File: config.mk
export PLATFORM = sky130hd
export DESIGN_NAME = pc_unit_flat
export DESIGN_NICKNAME = d
export VERILOG_FILES = /design/src/rtl/cpu_pkg.sv /design/src/rtl/pc_unit_if.sv /design/src/rtl/pc_range_chk.sv /design/src/rtl/pc_unit.sv /design/src/flat_wrapper.sv
export SDC_FILE = /design/constraint.sdc
export NUM_CORES = 1
export LEC_CHECK = 0
export BUFFER_PORTS_ARGS = -buffer_cell sky130_fd_sc_hd__buf_2
export CORE_MARGIN = 2
export CORE_UTILIZATION = 40
export CTS_CLUSTER_DIAMETER = 150
export DETAILED_ROUTE_END_ITERATION = 16
export PLACE_DENSITY = 0.66
export SYNTH_ARGS = -nofsm -noshare
export SYNTH_HDL_FRONTEND = slang
export SYNTH_SLANG_ARGS = --single-unit
File: constraint.sdc
create_clock -name clk -period 2.9 [get_ports clk]
set_input_delay 0.87 -clock clk [delete_from_list [all_inputs] [get_ports clk]]
set_output_delay 0.87 -clock clk [all_outputs]
set_load 0.01 [all_outputs]
File: src/rtl/cpu_pkg.sv
// Shared CPU front-end definitions: PC FSM state type and the default
// address map used by the PC unit, NPC logic and instruction memory.
package cpu_pkg;

    // Fetch-PC control state: normal execution or inside the exception handler.
    typedef enum logic [0:0] {
        NORMAL  = 1'b0,
        HANDLER = 1'b1
    } pc_state_e;

    localparam int          ADDR_W    = 32;
    localparam logic [31:0] RESET_VEC = 32'h0000_3000;
    localparam logic [31:0] EXC_VEC   = 32'h0000_4180;
    localparam logic [31:0] ADDR_LO   = 32'h0000_3000;
    localparam logic [31:0] ADDR_HI   = 32'h0000_6FFF;
    localparam int          INSTR_B   = 4;

endpackage

File: src/rtl/pc_unit_if.sv
// Bundle of PC-unit control inputs and status outputs.
//
// Signalling: there is no backpressure on this bundle. Every request input
// (br_valid_i, exc_req_i, eret_i, stall_i) is a level sampled on each rising
// clk edge and is acted on at that edge only; a request that loses the
// priority arbitration (e.g. a branch during stall) is dropped, not held.
// The driver must keep the inputs stable across the sampling edge.
interface pc_unit_if #(
    parameter int ADDR_W = 32
);
    import cpu_pkg::*;

    logic              stall_i;
    logic              br_valid_i;
    logic [ADDR_W-1:0] br_target_i;
    logic              exc_req_i;
    logic [ADDR_W-1:0] exc_pc_i;
    logic              eret_i;
    logic [ADDR_W-1:0] pc_o;
    logic [ADDR_W-1:0] epc_o;
    logic              in_handler_o;
    logic              fetch_fault_o;
    logic              dbl_fault_o;
    pc_state_e         state_dbg;

    // Side that issues stall/redirect/exception requests.
    modport master (
        output stall_i, br_valid_i, br_target_i, exc_req_i, exc_pc_i, eret_i,
        input  pc_o, epc_o, in_handler_o, fetch_fault_o, dbl_fault_o, state_dbg
    );

    // The PC unit itself.
    modport slave (
        input  stall_i, br_valid_i, br_target_i, exc_req_i, exc_pc_i, eret_i,
        output pc_o, epc_o, in_handler_o, fetch_fault_o, dbl_fault_o, state_dbg
    );

endinterface

File: src/rtl/pc_range_chk.sv
// Combinational legality check of an address against an inclusive window
// and instruction alignment. A legal address must leave room for a whole
// instruction below ADDR_HI.
module pc_range_chk #(
    parameter int              ADDR_W  = 32,
    parameter logic [ADDR_W-1:0] ADDR_LO = ADDR_W'(cpu_pkg::ADDR_LO),
    parameter logic [ADDR_W-1:0] ADDR_HI = ADDR_W'(cpu_pkg::ADDR_HI),
    parameter int              INSTR_B = cpu_pkg::INSTR_B
) (
    input  logic [ADDR_W-1:0] addr,
    output logic              legal
);
    // INSTR_B is a power of two, so INSTR_B-1 masks the offset-in-instruction bits.
    localparam logic [ADDR_W-1:0] ALIGN_MASK = ADDR_W'(INSTR_B - 1);
    localparam logic [ADDR_W-1:0] LAST_ADDR  = ADDR_HI - ALIGN_MASK;

    logic in_low;
    logic in_high;
    logic aligned;

    assign in_low  = (addr >= ADDR_LO);
    assign in_high = (addr <= LAST_ADDR);
    assign aligned = ((addr & ALIGN_MASK) == '0);
    assign legal   = in_low && in_high && aligned;

endmodule

File: src/rtl/pc_unit.sv
// Fetch-stage program counter. Holds PC, EPC, handler state and the sticky
// double-fault flag; picks the next PC with priority
// exception > return > stall > branch > sequential, and diverts any illegal
// candidate PC to the exception vector.
module pc_unit #(
    parameter int                ADDR_W    = 32,
    parameter logic [ADDR_W-1:0] RESET_VEC = ADDR_W'(cpu_pkg::RESET_VEC),
    parameter logic [ADDR_W-1:0] EXC_VEC   = ADDR_W'(cpu_pkg::EXC_VEC),
    parameter logic [ADDR_W-1:0] ADDR_LO   = ADDR_W'(cpu_pkg::ADDR_LO),
    parameter logic [ADDR_W-1:0] ADDR_HI   = ADDR_W'(cpu_pkg::ADDR_HI),
    parameter int                INSTR_B   = cpu_pkg::INSTR_B
) (
    input  logic      clk,
    input  logic      rst_n,
    pc_unit_if.slave  bus
);
    import cpu_pkg::*;

    pc_state_e         state_q, state_d;
    logic [ADDR_W-1:0] pc_q, pc_d;
    logic [ADDR_W-1:0] epc_q, epc_d;
    logic              dbl_q, dbl_d;
    logic              ff_q, ff_d;

    logic [ADDR_W-1:0] cand;
    logic              cand_legal;
    logic              eret_take;

    // A return only counts inside the handler and when no new exception competes.
    assign eret_take = bus.eret_i && !bus.exc_req_i && (state_q == HANDLER);

    // Candidate PC: saved EPC on return, else branch target, else next sequential.
    always_comb begin
        cand = pc_q + ADDR_W'(INSTR_B);
        if (eret_take) begin
            cand = epc_q;
        end else if (bus.br_valid_i) begin
            cand = bus.br_target_i;
        end
    end

    pc_range_chk #(
        .ADDR_W  (ADDR_W),
        .ADDR_LO (ADDR_LO),
        .ADDR_HI (ADDR_HI),
        .INSTR_B (INSTR_B)
    ) u_range_chk (
        .addr  (cand),
        .legal (cand_legal)
    );

    // Next-state and priority mux; stall holds everything unless exc/eret override.
    always_comb begin
        state_d = state_q;
        pc_d    = pc_q;
        epc_d   = epc_q;
        dbl_d   = dbl_q;
        ff_d    = 1'b0;
        if (bus.exc_req_i) begin
            pc_d = EXC_VEC;
            if (state_q == HANDLER) begin
                dbl_d = 1'b1;
            end else begin
                epc_d   = bus.exc_pc_i;
                state_d = HANDLER;
            end
        end else if (eret_take || !bus.stall_i) begin
            if (cand_legal) begin
                pc_d = cand;
                if (eret_take) begin
                    state_d = NORMAL;
                end
            end else begin
                // Illegal fetch address behaves like an exception raised by the current PC.
                pc_d = EXC_VEC;
                ff_d = 1'b1;
                if (state_q == HANDLER) begin
                    dbl_d = 1'b1;
                end else begin
                    epc_d   = pc_q;
                    state_d = HANDLER;
                end
            end
        end
    end

    // State registers with asynchronous reset to the boot vector.
    always_ff @(posedge clk or negedge rst_n) begin
        if (!rst_n) begin
            state_q <= NORMAL;
            pc_q    <= RESET_VEC;
            epc_q   <= '0;
            dbl_q   <= 1'b0;
            ff_q    <= 1'b0;
        end else begin
            state_q <= state_d;
            pc_q    <= pc_d;
            epc_q   <= epc_d;
            dbl_q   <= dbl_d;
            ff_q    <= ff_d;
        end
    end

    assign bus.pc_o          = pc_q;
    assign bus.epc_o         = epc_q;
    assign bus.in_handler_o  = (state_q == HANDLER);
    assign bus.fetch_fault_o = ff_q;
    assign bus.dbl_fault_o   = dbl_q;
    assign bus.state_dbg     = state_q;

endmodule

File: src/flat_wrapper.sv
// flat-port wrapper written by rule: the top's interface ports become plain ports
module pc_unit_flat import cpu_pkg::*;
#(
    parameter int                ADDR_W    = 32,
    parameter logic [ADDR_W-1:0] RESET_VEC = ADDR_W'(cpu_pkg::RESET_VEC),
    parameter logic [ADDR_W-1:0] EXC_VEC   = ADDR_W'(cpu_pkg::EXC_VEC),
    parameter logic [ADDR_W-1:0] ADDR_LO   = ADDR_W'(cpu_pkg::ADDR_LO),
    parameter logic [ADDR_W-1:0] ADDR_HI   = ADDR_W'(cpu_pkg::ADDR_HI),
    parameter int                INSTR_B   = cpu_pkg::INSTR_B
)
  (clk, rst_n, bus_stall_i, bus_br_valid_i, bus_br_target_i, bus_exc_req_i, bus_exc_pc_i, bus_eret_i, bus_pc_o, bus_epc_o, bus_in_handler_o, bus_fetch_fault_o, bus_dbl_fault_o, bus_state_dbg);
  pc_unit_if #(.ADDR_W(ADDR_W)) bus_i ();
  input  logic clk;
  input  logic rst_n;
  input wire logic [$bits(bus_i.stall_i)-1:0] bus_stall_i;
  input wire logic [$bits(bus_i.br_valid_i)-1:0] bus_br_valid_i;
  input wire logic [$bits(bus_i.br_target_i)-1:0] bus_br_target_i;
  input wire logic [$bits(bus_i.exc_req_i)-1:0] bus_exc_req_i;
  input wire logic [$bits(bus_i.exc_pc_i)-1:0] bus_exc_pc_i;
  input wire logic [$bits(bus_i.eret_i)-1:0] bus_eret_i;
  output wire logic [$bits(bus_i.pc_o)-1:0] bus_pc_o;
  output wire logic [$bits(bus_i.epc_o)-1:0] bus_epc_o;
  output wire logic [$bits(bus_i.in_handler_o)-1:0] bus_in_handler_o;
  output wire logic [$bits(bus_i.fetch_fault_o)-1:0] bus_fetch_fault_o;
  output wire logic [$bits(bus_i.dbl_fault_o)-1:0] bus_dbl_fault_o;
  output wire logic [$bits(bus_i.state_dbg)-1:0] bus_state_dbg;
  assign bus_i.stall_i = bus_stall_i;
  assign bus_i.br_valid_i = bus_br_valid_i;
  assign bus_i.br_target_i = bus_br_target_i;
  assign bus_i.exc_req_i = bus_exc_req_i;
  assign bus_i.exc_pc_i = bus_exc_pc_i;
  assign bus_i.eret_i = bus_eret_i;
  assign bus_pc_o = bus_i.pc_o;
  assign bus_epc_o = bus_i.epc_o;
  assign bus_in_handler_o = bus_i.in_handler_o;
  assign bus_fetch_fault_o = bus_i.fetch_fault_o;
  assign bus_dbl_fault_o = bus_i.dbl_fault_o;
  assign bus_state_dbg = bus_i.state_dbg;
  pc_unit #(.ADDR_W(ADDR_W), .RESET_VEC(RESET_VEC), .EXC_VEC(EXC_VEC), .ADDR_LO(ADDR_LO), .ADDR_HI(ADDR_HI), .INSTR_B(INSTR_B)) u_core (.clk(clk), .rst_n(rst_n), .bus(bus_i));
endmodule
==> impl_metrics.env <==
export IMPL_dieArea_sq_um=13200
export IMPL_io_pins=138
export IMPL_routed_wl_mm=18.9
export IMPL_finalCriticalPeriod_ps=2920
export IMPL_diodes=0
export IMPL_syn_to_final_growth_pct=37.3
export IMPL_drive_above_1_share_pct=35.2
export IMPL_drtAntennaViolNets=0
export IMPL_dieWidth_um=115
export IMPL_grt_max_degree=68
export IMPL_cpPeakStageDelay_ps=590
export IMPL_ys_seq_elements=67
export IMPL_finalMaxSlewViolations=0
export IMPL_clk_latency_ps=340
export IMPL_r2r_cells=9
export IMPL_p_leak_nw=3.14
export IMPL_hold_path_class="register to register"
export IMPL_regToRegStartpoint="u_core.bus.pc_o[13]$_DFFE_PN1P_"
export IMPL_critPathArrivalTime_ps=3140
export IMPL_layout_nets=828
export IMPL_power_density_nw_per_um2=539
export IMPL_finalCritPeriodShare_pct=101
export IMPL_cts_buffer_depth=2
export IMPL_status="complete, but fails checks"
export IMPL_synth_compound_area_share_pct=30.5
export IMPL_relSlewSlack_pct=58.5
export IMPL_max_slew_worst_pin_slew_ps=623
export IMPL_synthFlopType="dfrtp_1"
export IMPL_seq_area_frac_synth_pct=34.2
export IMPL_synth_adder_area_share_pct=0.255
export IMPL_p_total_mw=3.64
export IMPL_synth_top_family_by_area="compound AO/OA/AOI/OAI gates"
export IMPL_drt_pass1_iterations=5
export IMPL_rsz0062_at_grt="yes"
export IMPL_crit_end="u_core.bus.epc_o[8]$_DFFE_PN0P_"
export IMPL_synth_edf_count=0
export IMPL_drtIter0Drc=629
export IMPL_core_area_sq_um=12000
export IMPL_yosys_area_share_simple_pct=17.1
export IMPL_via_per_inst=6.15
export IMPL_path_cells="nand4_4 -> or4_4 -> o31a_1 -> o31ai_2 -> a21oi_1 -> and4b_2 -> and4_4 -> clkbuf_16 -> a21oi_1"
export IMPL_synth_area_mux_share_pct=7.56
export IMPL_max_cap_violations=0
export IMPL_cp_required_ps=3120
export IMPL_netlist_instances=571
export IMPL_grt_overflow=0
export IMPL_syn_area_sq_um=4910
export IMPL_postSynthAreaPerCell_sq_um=8.60
export IMPL_start_kind="register"
export IMPL_critPathKind="register to register"
export IMPL_ys_warnings_count=0
export IMPL_r2r_slack_ps=-20
export IMPL_start_util_pct=40.9
export IMPL_violations="negative setup slack"
export IMPL_fin_ws_ps=-22.0
export IMPL_synth_async_reset_ratio_pct=100
export IMPL_cts_buffers_inserted=9
export IMPL_slowest_stage="or4_4"
export IMPL_drc=0
export IMPL_cts_tree="yes"
export IMPL_grt_pass1_wl_mm=29.2
export IMPL_vias=5592
export IMPL_clock_sinks=67
export IMPL_grt_pass1_vias=5205
export IMPL_finalSetupTns_ps=-344
export IMPL_die_h_um=115
export IMPL_hold_buffers=0
export IMPL_startpoint="u_core.bus.pc_o[13]$_DFFE_PN1P_"
export IMPL_syn_nets=642
export IMPL_cts_root_buf="clkbuf_16"
export IMPL_ys_types=61
export IMPL_crit_path_end_kind="register"
export IMPL_synth_xor_area_share_pct=2.67
export IMPL_place_congestion=0.923
export IMPL_hpwlAfterDp_mm=13.7
export IMPL_finalSetupViolCount=30
export IMPL_finClkSkew_ps=7.98
export IMPL_critPathMaxFanout=17
export IMPL_r2r_end="u_core.bus.epc_o[8]$_DFFE_PN0P_"
export IMPL_rows=40
export IMPL_wl_per_cell_um=20.8
export IMPL_antenna_found_initial=0
export IMPL_hold_viol=0
export IMPL_cp_common_cell="a21oi_1"
export IMPL_cts_max_level=3
export IMPL_clk_pin_slew_ps=60
export IMPL_timing_fmax_mhz=342
export IMPL_numPortBuffers=137
export IMPL_irDropWorstVdd_mv=0.309
export IMPL_grt_usage_pct=28.7
export IMPL_fillCellCount=1110
area by class of cell:
class	count	area, sq um	area share, %
well taps	147	184	2.73
repair buffers	225	1410	20.9
clock buffers	13	270	4.01
flip-flops and latches	67	1680	24.9
clock inverters	3	68.8	1.02
inverters	43	161	2.39
multi-input cells	411	2970	44.1
worst min-delay path by stage:
stage	from	cells after the start	endpoint	slack [ps]
floorplan	u_core.bus.dbl_fault_o$_DFFE_PN0P_	1	u_core.bus.dbl_fault_o$_DFFE_PN0P_	510
global placement	u_core.bus.dbl_fault_o$_DFFE_PN0P_	1	u_core.bus.dbl_fault_o$_DFFE_PN0P_	470
detailed placement	u_core.bus.dbl_fault_o$_DFFE_PN0P_	1	u_core.bus.dbl_fault_o$_DFFE_PN0P_	470
CTS	u_core.bus.dbl_fault_o$_DFFE_PN0P_	1	u_core.bus.dbl_fault_o$_DFFE_PN0P_	490
global route	u_core.bus.dbl_fault_o$_DFFE_PN0P_	1	u_core.bus.dbl_fault_o$_DFFE_PN0P_	530
finish	u_core.bus.dbl_fault_o$_DFFE_PN0P_	1	u_core.bus.dbl_fault_o$_DFFE_PN0P_	480
cells by family after synthesis:
family,after synthesis
adders and majority gates,1
AOI/OAI and AO/OA,209
DFF,67
and+or+nand+nor,149
buffers and inverters,93
muxes,37
xor gates and xnor gates,15
flip-flops by register name (all words and copies together), names as in the netlist:
signal                    count
u_core.bus.epc_o             32
u_core.bus.pc_o              32
u_core.bus.dbl_fault_o        1
u_core.bus.fetch_fault_o      1
u_core.bus.in_handler_o       1
power by group:
part	internal, mW	switching (mW)	leakage [nW]	total, mW
Clock	0.825	0.421	0.166	1.25
Sequential	1.08	0.200	0.816	1.28
Combinational	0.531	0.578	2.16	1.11
stage by stage:
step / util, % / instance area (sq um) / setup WS, ps / cells / hold slack [ps]
3_5_place_dp: 52.3 / 6280 / -274 / 891 / 471
2_1_floorplan: - / 5000 / -10.7 / 571 / 513
6_report: 56.2 / 6750 / -22.0 / 909 / 478
5_1_grt: 56.2 / 6750 / -123 / 909 / 530
4_1_cts: 55.2 / 6630 / 2.64 / 907 / 486
3_3_place_gp: 52.3 / 6280 / -246 / 891 / 468
worst max-delay path, delay by kind of cell (launching register included):
kind / cells / cell delay (ps)
simple gates: 4 / 1380
compound gates: 4 / 680
flops: 1 / 550
buf+inv: 1 / 190
layout by cell type, fill, tap and decap left out, types with 5 or more instances in the layout:
cell type | synthesis | routed
nor3_1 | 12 | 12
nor4_1 | 12 | 8
xor2_1 | 5 | 5
mux2i_1 | 36 | 36
o22a_1 | 32 | 32
nand2_1 | 22 | 22
buf_4 | 5 | 81
clkbuf_16 | 0 | 10
nand3_1 | 17 | 15
and2_1 | 17 | 17
a21oi_1 | 57 | 55
a32o_1 | 5 | 5
inv_1 | 42 | 42
and3_1 | 7 | 6
dfrtp_1 | 65 | 63
a41oi_1 | 34 | 34
nand4_1 | 12 | 12
nor2_1 | 26 | 25
xnor2_1 | 10 | 10
buf_2 | 10 | 137
a21boi_0 | 32 | 32
o21ai_0 | 17 | 17
or3_1 | 5 | 5
repair_timing:
| action | 4_1_cts | 5_1_grt |
|---|---|---|
| setup buffers | 0 | 1 |
| resized for setup | 3 | 18 |
| gates cloned | 0 | 1 |
| endpoints found under the setup margin | 46 | 48 |
| pin swaps | 0 | 5 |
synthesized netlist by cell type, types with 2 or more instances:
cell | n | area, sq um
xnor2_1 | 10 | 87.6
dfstp_2 | 2 | 52.6
o31ai_1 | 2 | 15.0
dfrtp_1 | 65 | 1630
a21boi_0 | 32 | 240
buf_2 | 10 | 50.1
or3_1 | 5 | 31.3
nor4_1 | 12 | 75.1
or4_1 | 2 | 15.0
nand2_1 | 22 | 82.6
buf_4 | 5 | 37.5
buf_1 | 3 | 11.3
and3_1 | 7 | 43.8
a21oi_1 | 57 | 285
a32o_1 | 5 | 50.1
a211o_1 | 3 | 26.3
xor2_1 | 5 | 43.8
a31oi_1 | 4 | 25.0
and4_1 | 4 | 35.0
nand2b_1 | 2 | 12.5
o21ai_0 | 17 | 85.1
a211oi_1 | 2 | 15.0
nor2_1 | 26 | 97.6
inv_1 | 42 | 158
o32ai_1 | 4 | 35.0
clkbuf_1 | 32 | 120
nor4_2 | 2 | 25.0
and2_1 | 17 | 106
nand4_1 | 12 | 75.1
mux2i_1 | 36 | 360
o211ai_1 | 2 | 15.0
o22ai_1 | 2 | 12.5
a41oi_1 | 34 | 298
o22a_1 | 32 | 280
nand3_1 | 17 | 85.1
nor3_1 | 12 | 60.1
layer usage:
metal  share of wire, %  global-route usage (%)
met4                2.5                    9.96
met3                8.3                    5.22
met5                  0                       0
met1                 41                    38.9
met2                 48                    46.5
No activity file was read; power rests on OpenSTA's default activity.
